===== config.mk =====
export PLATFORM = sky130hd
export DESIGN_NAME = wb_arbiter
export DESIGN_NICKNAME = d
export VERILOG_FILES = /design/src/rtl/wb_arbiter.sv
export SDC_FILE = /design/constraint.sdc
export NUM_CORES = 1
export LEC_CHECK = 0
export ABC_AREA = 1
export CAP_MARGIN = 30
export CORE_ASPECT_RATIO = 0.5
export CORE_MARGIN = 2
export CORE_UTILIZATION = 59
export CTS_CLUSTER_DIAMETER = 30
export CTS_CLUSTER_SIZE = 12
export DETAILED_ROUTE_END_ITERATION = 10
export PLACE_DENSITY = 0.86
export SYNTH_ARGS = -nofsm -noshare
export SYNTH_HDL_FRONTEND = slang
export SYNTH_SLANG_ARGS = --single-unit

===== constraint.sdc =====
create_clock -name clk -period 9.1 [get_ports clk]
set_input_delay 1.82 -clock clk [delete_from_list [all_inputs] [get_ports clk]]
set_output_delay 1.82 -clock clk [all_outputs]
set_load 0.05 [all_outputs]

===== src/rtl/wb_arbiter.sv =====
// wb_arbiter: writeback-side initiator for the register file's single write port.
//
// The single-cycle ALU result always has priority. LSU results either go
// straight to the port, when it is free and nothing is queued, or wait in a
// small in-order FIFO until the port is free. Writes are registered, so the
// winner of a cycle appears on we/rd/rd_data at the next rising edge.
//
// Optional feature (macro WB_BYPASS_EN): adds two read-port forwarding taps
// (rs1/rs2 -> fwdN_hit/fwdN_data) fed from the registered write.
//
// Ports:
//   clk, rst              clock; synchronous active-high reset
//   alu_valid/rd/data     ALU result; no backpressure; rd==0 means no write
//   lsu_valid/ready/rd/data
//                         LSU result handshake; rd==0 is accepted and dropped
//   we, rd, rd_data       registered register-file write
//   rd_pending            bit i set while a queued LSU result targets xi
//   fifo_count            current FIFO occupancy
//   rs1, rs2, fwd1_*, fwd2_*  (WB_BYPASS_EN only) forwarding taps
//
// Handshake: an LSU transfer happens on a rising edge where lsu_valid and
// lsu_ready are both 1. lsu_ready depends only on registered state (FIFO not
// full), never on lsu_valid, and the LSU holds its payload until the transfer.
module wb_arbiter #(
    parameter int DEPTH = 4,
    parameter int XLEN  = 32,
    parameter int AW    = 5
) (
    input  logic                     clk,
    input  logic                     rst,
    input  logic                     alu_valid,
    input  logic [AW-1:0]            alu_rd,
    input  logic [XLEN-1:0]          alu_data,
    input  logic                     lsu_valid,
    output logic                     lsu_ready,
    input  logic [AW-1:0]            lsu_rd,
    input  logic [XLEN-1:0]          lsu_data,
    output logic                     we,
    output logic [AW-1:0]            rd,
    output logic [XLEN-1:0]          rd_data,
    output logic [31:0]              rd_pending,
    output logic [$clog2(DEPTH):0]   fifo_count
`ifdef WB_BYPASS_EN
    ,
    input  logic [AW-1:0]            rs1,
    input  logic [AW-1:0]            rs2,
    output logic                     fwd1_hit,
    output logic [XLEN-1:0]          fwd1_data,
    output logic                     fwd2_hit,
    output logic [XLEN-1:0]          fwd2_data
`endif
);

    localparam int PW = $clog2(DEPTH);
    localparam int CW = PW + 1;

    // FIFO storage. Entries carry no valid bit: validity follows from head/count.
    logic [AW-1:0]   r_fifo_rd   [DEPTH];
    logic [XLEN-1:0] r_fifo_data [DEPTH];
    logic [PW-1:0]   r_head;
    logic [PW-1:0]   r_tail;
    logic [CW-1:0]   r_count;

    logic            r_we;
    logic [AW-1:0]   r_rd;
    logic [XLEN-1:0] r_rd_data;

    logic            w_alu_ok;
    logic            w_lsu_hs;
    logic            w_lsu_ok;
    logic            w_empty;
    logic            w_pop;
    logic            w_direct;
    logic            w_push;
    logic [PW-1:0]   w_idx;
    logic [31:0]     w_pending;

    // A write to x0 is architecturally a no-op, so it never claims the port.
    assign w_alu_ok  = alu_valid && (alu_rd != '0);
    assign lsu_ready = (r_count != CW'(DEPTH));
    assign w_lsu_hs  = lsu_valid && lsu_ready;
    assign w_lsu_ok  = w_lsu_hs && (lsu_rd != '0);
    assign w_empty   = (r_count == '0);

    // The direct path is only taken when nothing is queued, which keeps LSU
    // results in acceptance order.
    assign w_pop     = !w_alu_ok && !w_empty;
    assign w_direct  = !w_alu_ok && w_empty && w_lsu_ok;
    assign w_push    = w_lsu_ok && (w_alu_ok || !w_empty);

    always_ff @(posedge clk) begin
        if (rst) begin
            r_head    <= '0;
            r_tail    <= '0;
            r_count   <= '0;
            r_we      <= 1'b0;
            r_rd      <= '0;
            r_rd_data <= '0;
        end else begin
            r_we <= 1'b0;
            if (w_alu_ok) begin
                r_we      <= 1'b1;
                r_rd      <= alu_rd;
                r_rd_data <= alu_data;
            end else if (w_pop) begin
                r_we      <= 1'b1;
                r_rd      <= r_fifo_rd[r_head];
                r_rd_data <= r_fifo_data[r_head];
            end else if (w_direct) begin
                r_we      <= 1'b1;
                r_rd      <= lsu_rd;
                r_rd_data <= lsu_data;
            end
            // Pointers are exactly PW bits, so wrap modulo DEPTH is implicit.
            if (w_push) begin
                r_tail <= r_tail + PW'(1);
            end
            if (w_pop) begin
                r_head <= r_head + PW'(1);
            end
            r_count <= r_count + CW'(w_push) - CW'(w_pop);
        end
    end

    // Storage needs no reset; stale entries are never read.
    always_ff @(posedge clk) begin
        if (w_push) begin
            r_fifo_rd[r_tail]   <= lsu_rd;
            r_fifo_data[r_tail] <= lsu_data;
        end
    end

    // OR of one-hot destinations over the occupied slots, head onwards.
    always_comb begin
        w_pending = '0;
        w_idx     = '0;
        for (int k = 0; k < DEPTH; k++) begin
            w_idx = r_head + PW'(k);
            if (CW'(k) < r_count) begin
                w_pending = w_pending | (32'd1 << r_fifo_rd[w_idx]);
            end
        end
        w_pending[0] = 1'b0;
    end

    assign we         = r_we;
    assign rd         = r_rd;
    assign rd_data    = r_rd_data;
    assign rd_pending = w_pending;
    assign fifo_count = r_count;

`ifdef WB_BYPASS_EN
    // Forward the write the register file is about to absorb.
    assign fwd1_hit  = r_we && (r_rd == rs1) && (rs1 != '0);
    assign fwd2_hit  = r_we && (r_rd == rs2) && (rs2 != '0);
    assign fwd1_data = fwd1_hit ? r_rd_data : '0;
    assign fwd2_data = fwd2_hit ? r_rd_data : '0;
`endif

endmodule


==> results.ini, run 1 <==
[power_and_ir_drop]
peakVddDrop_v = 0.000255
cellPowerDensity_nw_per_um2 = 313
finalPower_w = 0.00393
p_leak_nw = 5.08

[synthesis]
synth_xor_area_share_pct = 0.0849
synth_top_area_share_pct = 43.1
syn_area_per_cell_um2 = 8.07
synth_common_cells = nand2_1 (375), nor2_1 (187), edfxtp_1 (148), o21ai_0 (117), nand3_1 (111)
synth_top_family_by_area = simple AND/OR/NAND/NOR gates
ys_async_sr_fraction_pct = 0
synth_compound_area_share_pct = 8.49
synthAdderAreaFrac_pct = 1.16
synth.mux.area_fraction_pct = 0
synth_seq_cells = 195
synth-edff-count = 148
synth.largest_area_cell = edfxtp_1
ys_warn_count = 0
syn_nets = 1366
netlist_area_um2 = 10300
yosys.area_share.simple_pct = 31.4
synth-seq-area-share_pct = 52.2
yosysUniqueCellTypes = 32
yosysMostFrequentCell = nand2_1
synth_area_leaders = edfxtp_1 (43%), nand2_1 (14%), dfxtp_1 (9.1%)
synth_cells = 1279
synthFlopType = edfxtp_1

[critical_path]
critPathLaunchType = flop
crit_type = flop to output pin
end_kind = output pin
path_cells = buf_4 > inv_2 > buf_4 > nand2_1 > nand3_1 > nand2_1 > nor2_1 > inv_1 > nor2_1 > nor2_1 > nand2_1 > clkdlybuf4s50_1
crit_buf_inv = 5
crit_required_ns = 7.28
cpMaxStageDelayCell = clkdlybuf4s50_1
critPathMaxFanout = 79
slowest_delay_ns = 0.80
path_delay_family = buffers and inverters
crit_arrival_ns = 4.19

[layout]
finalInstanceArea_um2 = 12600
antenna_cells = 0
fillers = 1233
drive_gt1_share_pct = 8.09
fin_nets = 1484
synthToLayoutAreaGrowth_pct = 21.6

[timing]
finalCritPeriodShare_pct = 66.0
fin_setup_tns_ns = 0
hold_violations = 0
final.min_clock_period_ns = 6.01
finalMaxSlewViolations = 0
rsz0062_at_grt = no
clock-skew-final_ns = 0.0183
slew_headroom_pct = 28.7
setup_viol = 0
worst_pin_slew_ns = 1.07
worst_slack_ns = 3.09
max_freq_mhz = 166

[die]
start_util_pct = 59.9
core_um2 = 17200
die-area_um2 = 18600
die_x_um = 191
dieHeight_um = 97.5
rows = 34
io_pins = 152

[route]
vias_per_cell = 5.97
wl_um = 31400
met1_length_um = 11900
route.detailed.drc = 0
drt-wirelength-per-cell_um = 19.1
highest_layer = met4
dr.pass1.iters = 6
met3_length_um = 2530
drt_iter0_markers = 1059
met2_length_um = 15600
vias = 9822
final_antenna_net_count = 0

[clock_network]
postCtsResizedCells = 0
clk_pin_slew_ns = 0.08
cts_buffer_depth = 2
cts_tree = built
clk_latency_ns = 0.44
htree_levels = 4
cts_buffers = 17
cts_sinks = 195
cts_hold_buffers = 0
post_cts_buffers = 0
cts_root_buf = clkbuf_16

[placement]
gp_congestion = 1.02
port-buffer-count = 150
placed_area_um2 = 11900
place_ws_ns = 3.65
dp_hpwl_um = 19900

[worst_hold_path]
hold_class = flop to flop

[outcome]
status = finished, final reports clean

[global_route]
grt_pass1_wl_um = 49400
overflow = 0
grt_use_total_pct = 34.0
grt_antenna_before_repair = 0
grt_max_degree = 80
first_global_vias = 9685

[run]
drv_cap = 0

-- state kept, by name, indices dropped and copies added, names as in the netlist, named ones only --
name / cells
r_tail: 2
r_fifo_rd: 20
r_fifo_data: 128
rd_data: 32
we: 1
rd: 5
r_head: 2
fifo_count: 3
-- per-stage QoR --
stage	std cells	util (%)	hold WS, ns
after global routing	1644	72.8	0.537
after detailed placement	1611	69.2	0.476
final	1644	72.8	0.493
after floorplan	1279	-	0.530
after global placement	1608	68.9	0.466
after CTS	1643	72.7	0.493
-- final timing paths --
kind	startpoint	end	slack, ns	cells past startpoint
max	flop	rd_pending[24]	3.09	12
min	rd_data[17]$_SDFFE_PP0P_	rd_data[17]$_SDFFE_PP0P_	0.49	2
max reg2reg	fifo_count[2]$_SDFF_PP0_	fifo_count[2]$_SDFF_PP0_	5.82	11
min reg2reg	rd_data[17]$_SDFFE_PP0P_	rd_data[17]$_SDFFE_PP0P_	0.49	2
-- cell families after synthesis --
| family | count (synthesis) |
|---|---|
| AO/OA/AOI/OAI | 167 |
| XOR/XNOR | 1 |
| adder cells (fa/ha/maj) | 9 |
| buffers and inverters | 151 |
| flip-flops | 195 |
| other | 1 |
| AND/OR/NAND/NOR | 755 |
-- cells in the final DEF (no fill, tap or decap), drive strengths merged --
| cell | count |
|---|---|
| clkdlybuf4s50 | 150 |
| bufinv | 1 |
| fa | 1 |
| o21ai | 121 |
| nor2 | 209 |
| nand2 | 398 |
| clkinv | 6 |
| or2 | 4 |
| a21oi | 17 |
| edfxtp | 148 |
| nand4 | 27 |
| nand3 | 112 |
| and2 | 3 |
| dfxtp | 47 |
| nand3b | 1 |
| clkbuf | 17 |
| o22ai | 29 |
| buf | 13 |
| nor3 | 1 |
| inv | 95 |
| conb | 1 |
| xor2 | 1 |
| ha | 8 |
-- area by class of cell --
cell class	count	area [um^2]	share of cell area, %
sequential	195	5390	42.9
multi-input combinational	933	4280	34.1
timing repair buffer	163	1640	13.1
clock buffer	17	425	3.39
inverter	87	334	2.66
tap	234	293	2.33
clock inverter	15	185	1.48
-- layer usage --
| layer | track usage [%] | vias to the layer above |
|---|---|---|
| met5 | 0 | - |
| met4 | 18.5 | 0 |
| met3 | 4.37 | 113 |
| met2 | 59.3 | 604 |
| met1 | 40.9 | 4620 |
| li1 | - | 4485 |
-- report_power, final --
part           leakage [nW]  internal [W]  switching (W)
combinational          3.04      0.000525        0.00146
clock                 0.298      0.000396       0.000369
sequential             1.74       0.00111      0.0000688
total                  5.08       0.00203        0.00190
-- tightest hold or removal path, cell delays in order (launching register included) --
cell and delay, ns:
dfxtp_1 0.33, nand3_1 0.07, o21ai_0 0.06
Power figures use the tool's default switching activity.
==> run 2, diff against run 1 <==
Settings changed: CORE_UTILIZATION 59 to 55, PLACE_DENSITY 0.86 to 0.81.
Clock period 9.1 ns to 5.77 ns, I/O delays scaled along.
==> run 2 against run 1 <==
- sequential power up 58%
- critical endpoint is now rd_pending[16]
- flip-flop and latch count stayed put
- die area increased by 7.0%
==> results.ini, run 2 (synthesis gave the netlist of run 1 again) <==
[worst_hold_path]
hold_class = flop to flop

[timing]
clock-skew-final_ns = 0.0108
hold_violations = 0
finalMaxSlewViolations = 0
worst_pin_slew_ns = 1.01
finalCritPeriodShare_pct = 83.3
fin_setup_tns_ns = 0
rsz0062_at_grt = no
max_freq_mhz = 208
final.min_clock_period_ns = 4.81
setup_viol = 0
slew_headroom_pct = 32.2

[layout]
fin_util_pct = 67.9
final_common_cell = nand2_1
final_cell_mix = nand2_1 (374), nor2_1 (183), edfxtp_1 (148), clkdlybuf4s50_1 (143), o21ai_0 (117)
antenna_cells = 0
fin_nets = 1486
synthToLayoutAreaGrowth_pct = 20.9
drive_gt1_share_pct = 8.71
largest_reg_flops = 128
top_register = r_fifo_data
fin_cells = 1652

[route]
vias_per_cell = 5.73
route.detailed.drc = 0
drt_iter0_markers = 893
final_antenna_net_count = 0
vias = 9467
drt-wirelength-per-cell_um = 17.5
wl_um = 28900
dr.pass1.iters = 5

[global_route]
overflow = 0
grt_max_degree = 79
first_global_vias = 9118
grt_antenna_before_repair = 0
grt_pass1_wl_um = 45700
grt_use_total_pct = 29.2

[power_and_ir_drop]
swShare_pct = 48.0
comb_power_share_pct = 50.5
p_int_w = 0.00314
power.share.clock_pct = 18.7
cellPowerDensity_nw_per_um2 = 484
p_seq_share_pct = 30.8
finalPower_w = 0.00604
p_leak_nw = 5.06
p_sw_w = 0.00290
peakVddDrop_v = 0.000267

[clock_network]
clk_latency_ns = 0.43
cts_root_buf = clkbuf_16
cts_buffer_depth = 2
clk_pin_slew_ns = 0.07
post_cts_buffers = 0
postCtsResizedCells = 0
htree_levels = 4
cts_hold_buffers = 0
cts_tree = built
cts_buffers = 17
cts_sinks = 195

[die]
die-area_um2 = 19900
rows = 35
die_x_um = 198
start_util_pct = 56.1
dieHeight_um = 101
io_pins = 152
core_um2 = 18400

[critical_path]
cpMaxStageDelayCell = clkdlybuf4s50_1
crit_arrival_ns = 3.65
critPathLaunchType = flop
critPathMaxFanout = 41
slowest_delay_ns = 0.81
end_kind = output pin
crit_type = flop to output pin
path_cells = buf_4 > inv_1 > buf_4 > nand3_1 > nand2_1 > nor2_1 > nand4_1 > nand4_1 > clkdlybuf4s50_1
crit_required_ns = 4.62

[placement]
dp.cells = 1620
gp_congestion = 0.980
dp_hpwl_um = 19400
port-buffer-count = 150

[outcome]
status = finished, final reports clean

[run]
drv_cap = 0

## run 2: path summary, 6_finish.rpt
path / start / endpoint / slack, ns / cells past startpoint
max: flop / rd_pending[16] / 0.96 / 9
min: rd_data[30]$_SDFFE_PP0P_ / rd_data[30]$_SDFFE_PP0P_ / 0.50 / 2
max reg2reg: fifo_count[0]$_SDFF_PP0_ / r_fifo_data[3][31]$_DFFE_PP_ / 2.84 / 7
min reg2reg: rd_data[30]$_SDFFE_PP0P_ / rd_data[30]$_SDFFE_PP0P_ / 0.50 / 2
## run 2: cell type report
cell class,instances,area (um^2)
Clock inverter,14,143
Clock buffer,18,429
Sequential cell,195,5390
Multi-Input combinational cell,933,4280
Inverter,87,334
Fill cell,1414,5910
Tap cell,240,300
Timing Repair Buffer,165,1600
## run 2: power groups by stage
stage / Clock, W / Sequential, W / Combinational, W
3_3_place_gp: 0 / 0.00187 / 0.00296
6_report: 0.00113 / 0.00186 / 0.00305
2_1_floorplan: 0 / 0.00219 / 0.00185
4_1_cts: 0.00113 / 0.00186 / 0.00302
5_1_grt: 0.00120 / 0.00188 / 0.00330
3_5_place_dp: 0 / 0.00189 / 0.00300
## run 2: routing by layer
metal | wire [um] | track usage, % | vias up
met2 | 14400 | 52.0 | 420
met5 | 0 | 0 | -
met1 | 11700 | 36.4 | 4493
met3 | 1950 | 4.15 | 82
li1 | - | - | 4472
met4 | 894 | 12.2 | 0
## run 2: worst max-delay path, delay by kind of cell, from the launching register on
| kind | cells | cell delay (ns) |
|---|---|---|
| flip-flops | 1 | 0.31 |
| buffers and inverters | 4 | 1.59 |
| AND/OR/NAND/NOR | 5 | 1.29 |
## run 2: per-stage QoR
| stage | cell area (um^2) | setup WS, ns | hold slack [ns] |
|---|---|---|---|
| floorplan | 10300 | 1.90 | 0.530 |
| global placement | 11900 | 1.48 | 0.471 |
| detailed placement | 11900 | 1.46 | 0.482 |
| CTS | 12500 | 0.996 | 0.499 |
| global route | 12500 | 0.662 | 0.531 |
| finish | 12500 | 0.965 | 0.498 |
